`src/rtl/shift_pkg.sv`:
```
`default_nettype none
// +----------------------------------------------------------------------+
// | shift_pkg : mode encoding, stage-mapping and reference helpers for   |
// |             pipelined_shift_unit                                     |
// | Revision  : 1.0                                                      |
// +----------------------------------------------------------------------+
package shift_pkg;

  typedef enum logic [1:0] {
    SH_SLL = 2'b00,
    SH_SRL = 2'b01,
    SH_SRA = 2'b10,
    SH_ROL = 2'b11
  } shift_op_t;

  localparam int MAX_W = 64;

  function automatic logic [MAX_W-1:0] bit_reverse(input logic [MAX_W-1:0] x, input int n);
    logic [MAX_W-1:0] r;
    r = '0;
    for (int i = 0; i < n; i++) r[i[5:0]] = x[6'(n - 1 - i)];
    return r;
  endfunction

  // Register stage that hosts log level k.
  function automatic int stage_of(input int k, input int p, input int shw);
    return (k * p) / shw;
  endfunction

  function automatic int last_level(input int s, input int p, input int shw);
    int r;
    r = 0;
    for (int k = 0; k < shw; k++) if (stage_of(k, p, shw) == s) r = k;
    return r;
  endfunction

  function automatic logic [MAX_W-1:0] golden_shift(input logic [MAX_W-1:0] a, input int amt,
                                                    input shift_op_t op, input int n);
    logic [MAX_W-1:0] mask;
    logic [MAX_W-1:0] am;
    logic [MAX_W-1:0] r;
    mask = (n >= MAX_W) ? '1 : ((64'd1 << n) - 64'd1);
    am   = a & mask;
    case (op)
      SH_SLL: r = (am << amt) & mask;
      SH_SRL: r = am >> amt;
      SH_SRA: begin
        r = am >> amt;
        if (am[6'(n - 1)]) r = r | (mask & ~(mask >> amt));
      end
      SH_ROL: r = (amt == 0) ? am : (((am << amt) | (am >> (n - amt))) & mask);
      default: r = '0;
    endcase
    return r;
  endfunction

endpackage
`default_nettype wire

```
`src/rtl/shift_level.sv`:
```
`default_nettype none
// +----------------------------------------------------------------------+
// | shift_level : one runtime-enabled log level, left shift by 2**K      |
// | Revision    : 1.0                                                    |
// +----------------------------------------------------------------------+
module shift_level
  import shift_pkg::*;
#(
  parameter int N = 32,
  parameter int K = 0
) (
  input  logic [N-1:0] d,
  input  logic         en,
  input  shift_op_t    mode,
  input  logic         sign,
  output logic [N-1:0] q
);

  localparam int S = 1 << K;

  logic [S-1:0] fill;

  // Rotation refills with the bits leaving the top; SRA (bit-reversed) refills with the sign.
  always_comb begin
    fill = '0;
    if (mode == SH_ROL)      fill = d[N-1 -: S];
    else if (mode == SH_SRA) fill = {S{sign}};
  end

  assign q = en ? {d[N-S-1:0], fill} : d;

endmodule
`default_nettype wire

```
`src/rtl/pipelined_shift_unit.sv`:
```
`default_nettype none
// +----------------------------------------------------------------------+
// | pipelined_shift_unit : pipelined SLL/SRL/SRA/ROL barrel shifter with |
// |   valid/ready handshake. Define SHIFT_UNIT_FLAGS_EN for zero/cout.   |
// | Revision : 1.0                                                       |
// +----------------------------------------------------------------------+
module pipelined_shift_unit
  import shift_pkg::*;
#(
  parameter int N           = 32,
  parameter int SHW         = $clog2(N),
  parameter int PIPE_STAGES = 2
) (
  input  logic           clk,
  input  logic           rst_n,
  input  logic           in_valid,
  output logic           in_ready,
  input  logic [N-1:0]   a,
  input  logic [SHW-1:0] amt,
  input  logic [1:0]     op,
  output logic           out_valid,
  input  logic           out_ready,
`ifdef SHIFT_UNIT_FLAGS_EN
  output logic           zero,
  output logic           cout,
`endif
  output logic [N-1:0]   z
);

  localparam int P = PIPE_STAGES;

  logic [N-1:0]   d_r    [P];
  logic [SHW-1:0] amt_r  [P];
  shift_op_t      op_r   [P];
  logic           sign_r [P];
  logic           v_r    [P];

  logic [N-1:0]   s_d    [P];
  logic [SHW-1:0] s_amt  [P];
  shift_op_t      s_op   [P];
  logic           s_sign [P];
  logic           s_v    [P];
  logic [N-1:0]   d_next [P];

  logic [N-1:0]   lq     [SHW];
  logic           adv    [P+1];

  shift_op_t op_in;
  logic      right_in;
  logic      right_out;
  logic [N-1:0] entry_d;
  logic [N-1:0] exit_d;

  assign op_in    = shift_op_t'(op);
  assign right_in = (op_in == SH_SRL) || (op_in == SH_SRA);
  assign entry_d  = right_in ? N'(bit_reverse(MAX_W'(a), N)) : a;

  assign right_out = (s_op[P-1] == SH_SRL) || (s_op[P-1] == SH_SRA);
  assign exit_d    = right_out ? N'(bit_reverse(MAX_W'(lq[SHW-1]), N)) : lq[SHW-1];

  // A stage may advance when empty or when the stage after it advances.
  always_comb begin
    adv[P] = out_ready;
    for (int i = P - 1; i >= 0; i--) adv[i] = !v_r[i] || adv[i+1];
  end

  assign in_ready  = adv[0];
  assign out_valid = v_r[P-1];
  assign z         = d_r[P-1];

`ifdef SHIFT_UNIT_FLAGS_EN
  logic           s_cout [P];
  logic           cout_r [P];
  logic           zero_r;
  logic           cout_in;
  logic [SHW-1:0] lidx;
  logic [SHW-1:0] ridx;

  assign lidx    = SHW'(N - int'(amt));
  assign ridx    = amt - SHW'(1);
  assign cout_in = (amt == '0) ? 1'b0 :
                   ((op_in == SH_SLL) || (op_in == SH_ROL)) ? a[lidx] : a[ridx];

  always_ff @(posedge clk or negedge rst_n) begin
    if (!rst_n)                  zero_r <= 1'b0;
    else if (adv[P-1] && s_v[P-1]) zero_r <= (d_next[P-1] == '0);
  end

  assign zero = zero_r;
  assign cout = cout_r[P-1];
`endif

  for (genvar i = 0; i < P; i++) begin : g_stage
    if (i == 0) begin : g_head
      assign s_d[i]    = entry_d;
      assign s_amt[i]  = amt;
      assign s_op[i]   = op_in;
      assign s_sign[i] = a[N-1];
      assign s_v[i]    = in_valid;
`ifdef SHIFT_UNIT_FLAGS_EN
      assign s_cout[i] = cout_in;
`endif
    end else begin : g_body
      assign s_d[i]    = d_r[i-1];
      assign s_amt[i]  = amt_r[i-1];
      assign s_op[i]   = op_r[i-1];
      assign s_sign[i] = sign_r[i-1];
      assign s_v[i]    = v_r[i-1];
`ifdef SHIFT_UNIT_FLAGS_EN
      assign s_cout[i] = cout_r[i-1];
`endif
    end

    if (i == P - 1) begin : g_exit
      assign d_next[i] = exit_d;
    end else begin : g_mid
      assign d_next[i] = lq[last_level(i, P, SHW)];
    end

    // Payload only moves with a valid token so bubbles leave the data untouched.
    always_ff @(posedge clk or negedge rst_n) begin
      if (!rst_n) begin
        v_r[i]    <= 1'b0;
        d_r[i]    <= '0;
        amt_r[i]  <= '0;
        op_r[i]   <= SH_SLL;
        sign_r[i] <= 1'b0;
`ifdef SHIFT_UNIT_FLAGS_EN
        cout_r[i] <= 1'b0;
`endif
      end else if (adv[i]) begin
        v_r[i] <= s_v[i];
        if (s_v[i]) begin
          d_r[i]    <= d_next[i];
          amt_r[i]  <= s_amt[i];
          op_r[i]   <= s_op[i];
          sign_r[i] <= s_sign[i];
`ifdef SHIFT_UNIT_FLAGS_EN
          cout_r[i] <= s_cout[i];
`endif
        end
      end
    end
  end

  for (genvar k = 0; k < SHW; k++) begin : g_level
    localparam int ST = stage_of(k, P, SHW);
    logic [N-1:0] din;

    if ((k == 0) || (stage_of(k - 1, P, SHW) != ST)) begin : g_first
      assign din = s_d[ST];
    end else begin : g_chain
      assign din = lq[k-1];
    end

    shift_level #(.N(N), .K(k)) u_level (
      .d    (din),
      .en   (s_amt[ST][k]),
      .mode (s_op[ST]),
      .sign (s_sign[ST]),
      .q    (lq[k])
    );
  end

endmodule
`default_nettype wire

```
`config.mk`:
```
export PLATFORM = sky130hd
export DESIGN_NAME = pipelined_shift_unit
export DESIGN_NICKNAME = d
export VERILOG_FILES = /design/src/rtl/shift_pkg.sv /design/src/rtl/shift_level.sv /design/src/rtl/pipelined_shift_unit.sv
export SDC_FILE = /design/constraint.sdc
export NUM_CORES = 1
export LEC_CHECK = 0
export CAP_MARGIN = 20
export CORE_MARGIN = 2
export CORE_UTILIZATION = 45
export DETAILED_ROUTE_END_ITERATION = 16
export MAX_ROUTING_LAYER = met4
export PLACE_DENSITY = 0.68
export SYNTH_ARGS = -nofsm -noshare
export SYNTH_HDL_FRONTEND = slang
export SYNTH_HIERARCHICAL = 1
export SYNTH_SLANG_ARGS = --single-unit
export TNS_END_PERCENT = 20
```
`constraint.sdc`:
```
create_clock -name clk -period 3.55 [get_ports clk]
set_input_delay 0.355 -clock clk [delete_from_list [all_inputs] [get_ports clk]]
set_output_delay 0.355 -clock clk [all_outputs]
set_load 0.005 [all_outputs]
```
* Word-level counts from Yosys, hierarchy flattened *
Cells that the tools add are included.
Widths: inputs -> output; s select.

word-level totals
  register bits = 74
  bits in latches = 0
  memory bits (writable) = 0
  memory bits (read-only) = 0
  bits of input ports = 43
  output and inout bits = 34
  logic and storage cells = 38
  memories = 0

operators by class
  add/subtract/negate cells = 0
  $mul = 0
  div/mod/pow operators = 0
  $lt $le $gt $ge = 0
  eq/ne operators = 6
  shift-type cells = 0
  multiplexer cells = 17
  bitwise logic cells = 0
  reduce and logical (&&, ||, !) cells = 8

operators by type and width
  kind                count
  $mux 32             7
  $mux 16             2
  $mux 8              2
  $eq 2x2->1 const B  4
  $mux 4              2
  $eq 2x1->1 const B  2
  $logic_or 1x1->1    4
  $mux 2              2
  $reduce_and 2->1    2
  $logic_not 1->1     2
  $mux 1              2

* Longest topological paths before layout *
  word-level depth = 9
  mapped depth = 10
  depth with buffers taken out = 10

* Hierarchy *
Netlist, hierarchy kept.

modules (own cells, without submodules)
  module                             instances  cells an instance  area an instance (µm²)  sequential area each (µm²)
  pipelined_shift_unit               1          369                3404.5                  1776.7
  shift_level at g_level[4].u_level  1          73                 650.6                   0.0
  shift_level at g_level[3].u_level  1          55                 591.8                   0.0
  shift_level at g_level[2].u_level  1          46                 563.0                   0.0
  shift_level at g_level[0].u_level  1          39                 549.3                   0.0
  shift_level at g_level[1].u_level  1          41                 549.3                   0.0

* Least setup slack after synthesis *
Ideal clock, no wire load.

  kind = in2reg
  from = in op[1]
  to = reg d_r, in the netlist g_level[3].din[11]
  library setup time = 0.125 ns
  data arrival time = 1.906 ns
  setup slack = 1.520 ns
  stages on the path = 8
  path through = xor2_1 -> clkbuf_1 -> nand2_1 -> nand2_1 -> mux2_4 -> mux2_4 -> mux2_4 -> mux2_2

RTL lines
  element                          RTL line                     source
  from (decl)                      pipelined_shift_unit.sv:20   input logic [1:0] op,
  to (signal, indexed assignment)  pipelined_shift_unit.sv:134  d_r[i] <= d_next[i];
  to (decl)                        pipelined_shift_unit.sv:32   logic [N-1:0] d_r [P];

==> key figures <==
Run status
  – Status: finished clean

Logic synthesis
  – Top-area cell type share of the netlist area: 28.16%
  – Synth warnings: 6
  – Most frequent cell after synthesis: nand2_1
  – Area contributors post-synth: dfrtp_1 28%, mux2_4 27%, nand2_1 9.7%
  – Largest area contributor in the netlist: dfrtp_1
  – Synth unique cells: 26
  – FFs w/ async S/R, synth: 100.0%
  – Ys flop type: dfrtp_1
  – Commonest cells post-synth: 163 x nand2_1, 115 x mux2_4, 71 x dfrtp_1, 46 x mux2_2
  – Syn Inst Count: 623
  – Synth Net Count: 666
  – Synth Cell Area: 6309 µm²
  – Post-synth EDFFs: 0
  – Post-synthesis average cell area: 10.13 µm²
  – Synth Register Bits: 71
  – Sequential-to-total area share from yosys stat: 28.16%

Power
  – Overall Power: 4.074 mW
  – Power per Cell Area: 561.8 nW/µm²
  – Leak Pwr: 3.425 nW
  – Max IR drop VDD: 0.0002420 V

Placed design
  – Post-DP HPWL: 10220 µm
  – Gpl congestion: 0.8166
  – Number of port buffers: 76
  – Pre-CTS setup slack: 0.3983 ns

Cells and area
  – Post-layout util: 52.65%
  – Nets: 713
  – Antenna cells: 0
  – Filler cells: 1285
  – Multi-input gate area: 3916 µm²
  – Area Overhead vs Synth: 14.95%
  – Share of cells above drive strength 1: 30.07%
  – Sequential standard cell area: 1777 µm²

Global routing
  – First-pass GRT wire length: 21610 µm
  – Global route overflow: 0
  – Tot GR Track Use: 18.51%
  – Vias in the first global route: 4381
  – Largest net degree at the start of global routing: 46
  – Initial antenna violation count: 0

STA
  – Setup_tns: 0 ns
  – Fin crit share: 69.63%
  – RSZ-0062 raised after global routing: false
  – Final worst setup slack: 1.078 ns
  – Final hold violations: 0
  – Measured slew at the worst slew-check pin: 0.8961 ns
  – Max Slew Vio Count: 0
  – Post-route minimum period: 2.472 ns
  – Max Clock Freq: 0.4045 GHz
  – Final setup viols: 0
  – Hold Worst Slack: 0.01216 ns
  – Clock Skews: 0.01020 ns
  – Rel. slew slack: 40.26%

Floorplan
  – Site Rows: 43
  – # IOs: 77
  – Die X-Extent: 122.4 µm
  – Die area: 14980 µm²
  – Initial core utilization: 45.80%
  – Core ar.: 13770 µm²
  – Die height: 122.4 µm

Route
  – 1st-iter DRT viols: 214
  – Vias per cell: 5.331
  – Drt pass-1 iters: 4
  – Drt drc: 0
  – Routed WL: 13200 µm
  – ANT nets after route: 0
  – Vias post-DR: 4558
  – Drt wl/cell: 15.44 µm

Worst setup path
  – Crit start category: input pin
  – Crit path DAT: 2.69 ns
  – CP Max Fanout: 29
  – CP Capture Type: register
  – Req. time, crit path: 3.77 ns
  – Worst setup path class: in2reg

Clocking
  – CTS tree: done
  – Count of hold-fix buffers inserted at cts: 0
  – Clk Latency, worst-skew pair: 0.34 ns
  – Clk slew on worst S/H paths: 0.06 ns
  – Clock tree sinks: 71
  – Maximum clock insertion buffer count: 2
  – Clock Tree Root: clkbuf_16
  – Resized cells post-CTS: 0
  – H-tree depth: 3
  – Post-CTS Setup Inserts: 0
  – CTS buffer count: 9

Hold path
  – Hold WC Path Type: in2async

Flow run
  – Number of max-cap violations: 0
## logic make-up after synthesis
family / count (synthesis) / share of synthesized area (%)
multiplexers: 197 / 41.39
AND/OR/NAND/NOR: 171 / 10.87
AO/OA/AOI/OAI: 95 / 8.786
buffers and inverters: 85 / 9.996
flip-flops: 71 / 28.16
XOR/XNOR: 4 / 0.7935
## sequential cells by signal, summed over array words and instances, names as in the netlist
| register | count |
|---|---|
| amt_r | 2 |
| g_level.din | 32 |
| op_r | 2 |
| out_valid | 1 |
| s_sign | 1 |
| s_v | 1 |
| z | 32 |
## stage by stage
step           area, µm²  std cells
2_1_floorplan       6309        623
3_3_place_gp        6843        834
3_5_place_dp        6858        835
4_1_cts             7187        851
5_1_grt             7252        855
6_report            7252        855
## cells in the final DEF (no fill, tap or decap), drive strengths merged
master         Yosys  layout
o22ai             31      31
buf               39      18
a21oi             32      32
mux2i             31      31
nand2            166     166
mux2             166     166
and2               1       1
dfrtp             71      71
bufinv             0       1
clkinv             0       1
clkdlybuf4s50      0      72
nand3b             1       1
clkbuf            15      14
xnor2              2       2
xor2               2       2
nand2b             3       3
a31oi             32      32
inv               31      31
## layout make-up
class / instances / share of cell area, %
inverter: 31 / 1.605
clock inverter: 2 / 0.4831
sequential: 71 / 24.50
tap: 180 / 3.106
clock buffer: 14 / 4.055
timing repair buffer: 90 / 12.25
multi-input combinational: 467 / 54.00
## report_power, final
group | leakage, nW | total [mW] | internal, mW | switching, mW
Combinational | 2.42 | 1.87 | 1.07 | 0.798
Sequential | 0.839 | 1.24 | 1.05 | 0.192
Clock | 0.165 | 0.959 | 0.638 | 0.321
## final timing paths
kind | startpoint | to | slack, ns | cells after the start
max | op[1] | g_level[3].din[2] | 1.08 | 10
max reg2reg | s_sign[0] | z[1] | 1.62 | 6
min in group clk | amt_r[8] | amt_r[8] | 0.50 | 1
min | rst_n | s_v[0] | 0.01 | 1
min reg2reg | amt_r[8] | amt_r[8] | 0.50 | 1
max in group asynchronous | rst_n | g_level[3].din[16] | 2.54 | 2
## worst max-delay path, cell delays in order
cell,delay (ns)
clkdlybuf4s50_1,0.58
xor2_2,0.28
buf_8,0.19
nand2_1,0.07
nand2_1,0.08
mux2_2,0.28
mux2_4,0.28
mux2i_1,0.15
o22ai_1,0.08
mux2_1,0.33
## metal layers
layer	up-vias	wire (µm)	GRT usage (%)
li1	2252	-	-
met1	2174	6226	23.46
met2	114	6235	29.72
met3	18	478	2.138
met4	0	261	8.405
met5	-	0	-
Power figures use the tool's default switching activity.
==> edit (same flow settings) <==
`N` is set to 32 in 2 places; all go to 64.
--- a/src/rtl/shift_level.sv
+++ b/src/rtl/shift_level.sv
@@ -8,3 +8,3 @@
 #(
-  parameter int N = 32,
+  parameter int N = 64,
   parameter int K = 0
--- a/src/rtl/pipelined_shift_unit.sv
+++ b/src/rtl/pipelined_shift_unit.sv
@@ -9,3 +9,3 @@
 #(
-  parameter int N           = 32,
+  parameter int N           = 64,
   parameter int SHW         = $clog2(N),
Ports: changed (resized a, amt and z); port bits go from 77 to 142. The function was not compared with the original's and may differ.
==> edit against the unedited design <==
- routed wire length is 120% higher
- non-clock buffer count is 75 higher
- maximum frequency is 8.0% lower
- synthesized area is 95% higher
- count of clock-buffer cells in the layout is 5 higher
- combinational power is 99% higher
- cell area is 98% higher
- setup slack worse by 210 ps
- clock power is 110% higher
- total power is 98% higher
- synthesized cell count is 63% higher
- sequential power is 89% higher
- worst hold slack better by 490 ps
- sequential cell count is 65 higher
==> edit: results (changes against the unedited design) <==
| Metric | Value |
|---|---|
| Later-pin clock latency in the skew report | `420 ps (+80 ps)` |
| Data arrival, critical path | `3000 ps (+310 ps)` |
| Seq/Total Area, Yosys | `27.7% (-0.50 points)` |
| Crit Path Max Fanout | `64 (+120%)` |
| Vias in the first global route | `8014 (+83%)` |
| GPL Wtd Cong | `0.874 (+7.1%)` |
| Share of layout cells above drive strength 1 | `41.4% (+11 points)` |
| Largest net degree at the start of global routing | `71 (+54%)` |
| HPWL after DPL | `22300 µm (+120%)` |
| Slowest Stage Delay on Critical Path | `680 ps (+100 ps)` |
| Reg-to-Reg End | `z[34]` |
| Iter 0 DRT Violations | `561 (+160%)` |
| First-pass GRT wire length | `45700 µm (+110%)` |
| First-pass DRT Iterations | `5 (+1)` |
| Finished Layout Cells | `1462 (+71%)` |
| Avg Cell Area, Syn | `12.1 µm² (+19%)` |
| Clock Skew | `6.49 ps (-3.71 ps)` |
| Run status | `complete, no violations` |
| Via density | `5.62 (+5.4%)` |
| Worst r2r src | `op_r[2]` |
| Filler cells | `2347 (+83%)` |
| Syn nets | `1094 (+64%)` |
| H-tree depth | `4 (+1)` |
| Static Leakage | `6.61 nW (+93%)` |
| CTS Buf Count | `17 (+8)` |
| Placed insts | `1426 (+71%)` |
| Distinct cells, synth | `22 (-15%)` |
| Hold Path Class | `reg -> reg` |
==> edit: cell types whose count changed after synthesis, sizes merged, moves of 42 or more <==
cell	before	now
mux2i	31	95
dfrtp	71	136
nand2	166	8
buf	39	81
mux2	166	423
==> edit: cell families (layout without fill, tap and decap cells) <==
logic type,Yosys count,after routing,share of synthesized area (%)
AO/OA/AOI/OAI,159,159,8.09
AND/OR/NAND/NOR,46,46,2.30
flip-flops,136,136,27.7
multiplexers,518,518,53.6
buffers and inverters,157,260,8.14
XOR/XNOR,2,2,0.264
==> edit: area by class of cell <==
cell class,count,share of cell area [%]
Multi-Input combinational cell,725,55.1
Sequential cell,136,23.7
Timing Repair Buffer,165,12.0
Clock buffer,19,3.01
Tap cell,341,2.97
Inverter,63,1.65
Clock inverter,13,1.58
==> edit: per-layer routing <==
layer  vias to the layer above  global-route usage [%]  wire length (µm)
met2                       225                    31.7             13000
met3                        35                    2.47              1090
li1                       3937                       -                 -
met4                         0                    6.43               599
met5                         -                       -                 0
met1                      4019                    29.4             14500
==> edit: power by group <==
part	leakage (nW)	internal, mW	switching, mW
Combinational	4.61	2.18	1.55
Sequential	1.69	1.95	0.389
Clock	0.313	1.31	0.676
==> edit: timing repair <==
item,in CTS,in global routing
hold endpoints to repair,14,0
buffers inserted,0,0
hold buffers,1,0
gates resized for setup,0,0
==> edit: per-stage QoR <==
stage | util, % | hold WS, ps | instance area [µm²] | worst slack [ps]
after floorplan | - | 59.4 | 12300 | 1120
after global placement | 50.7 | 444 | 13600 | 455
after detailed placement | 50.7 | 445 | 13600 | 434
after CTS | 53.2 | 506 | 14300 | 876
after global routing | 53.5 | 517 | 14400 | 754
final | 53.5 | 502 | 14400 | 863
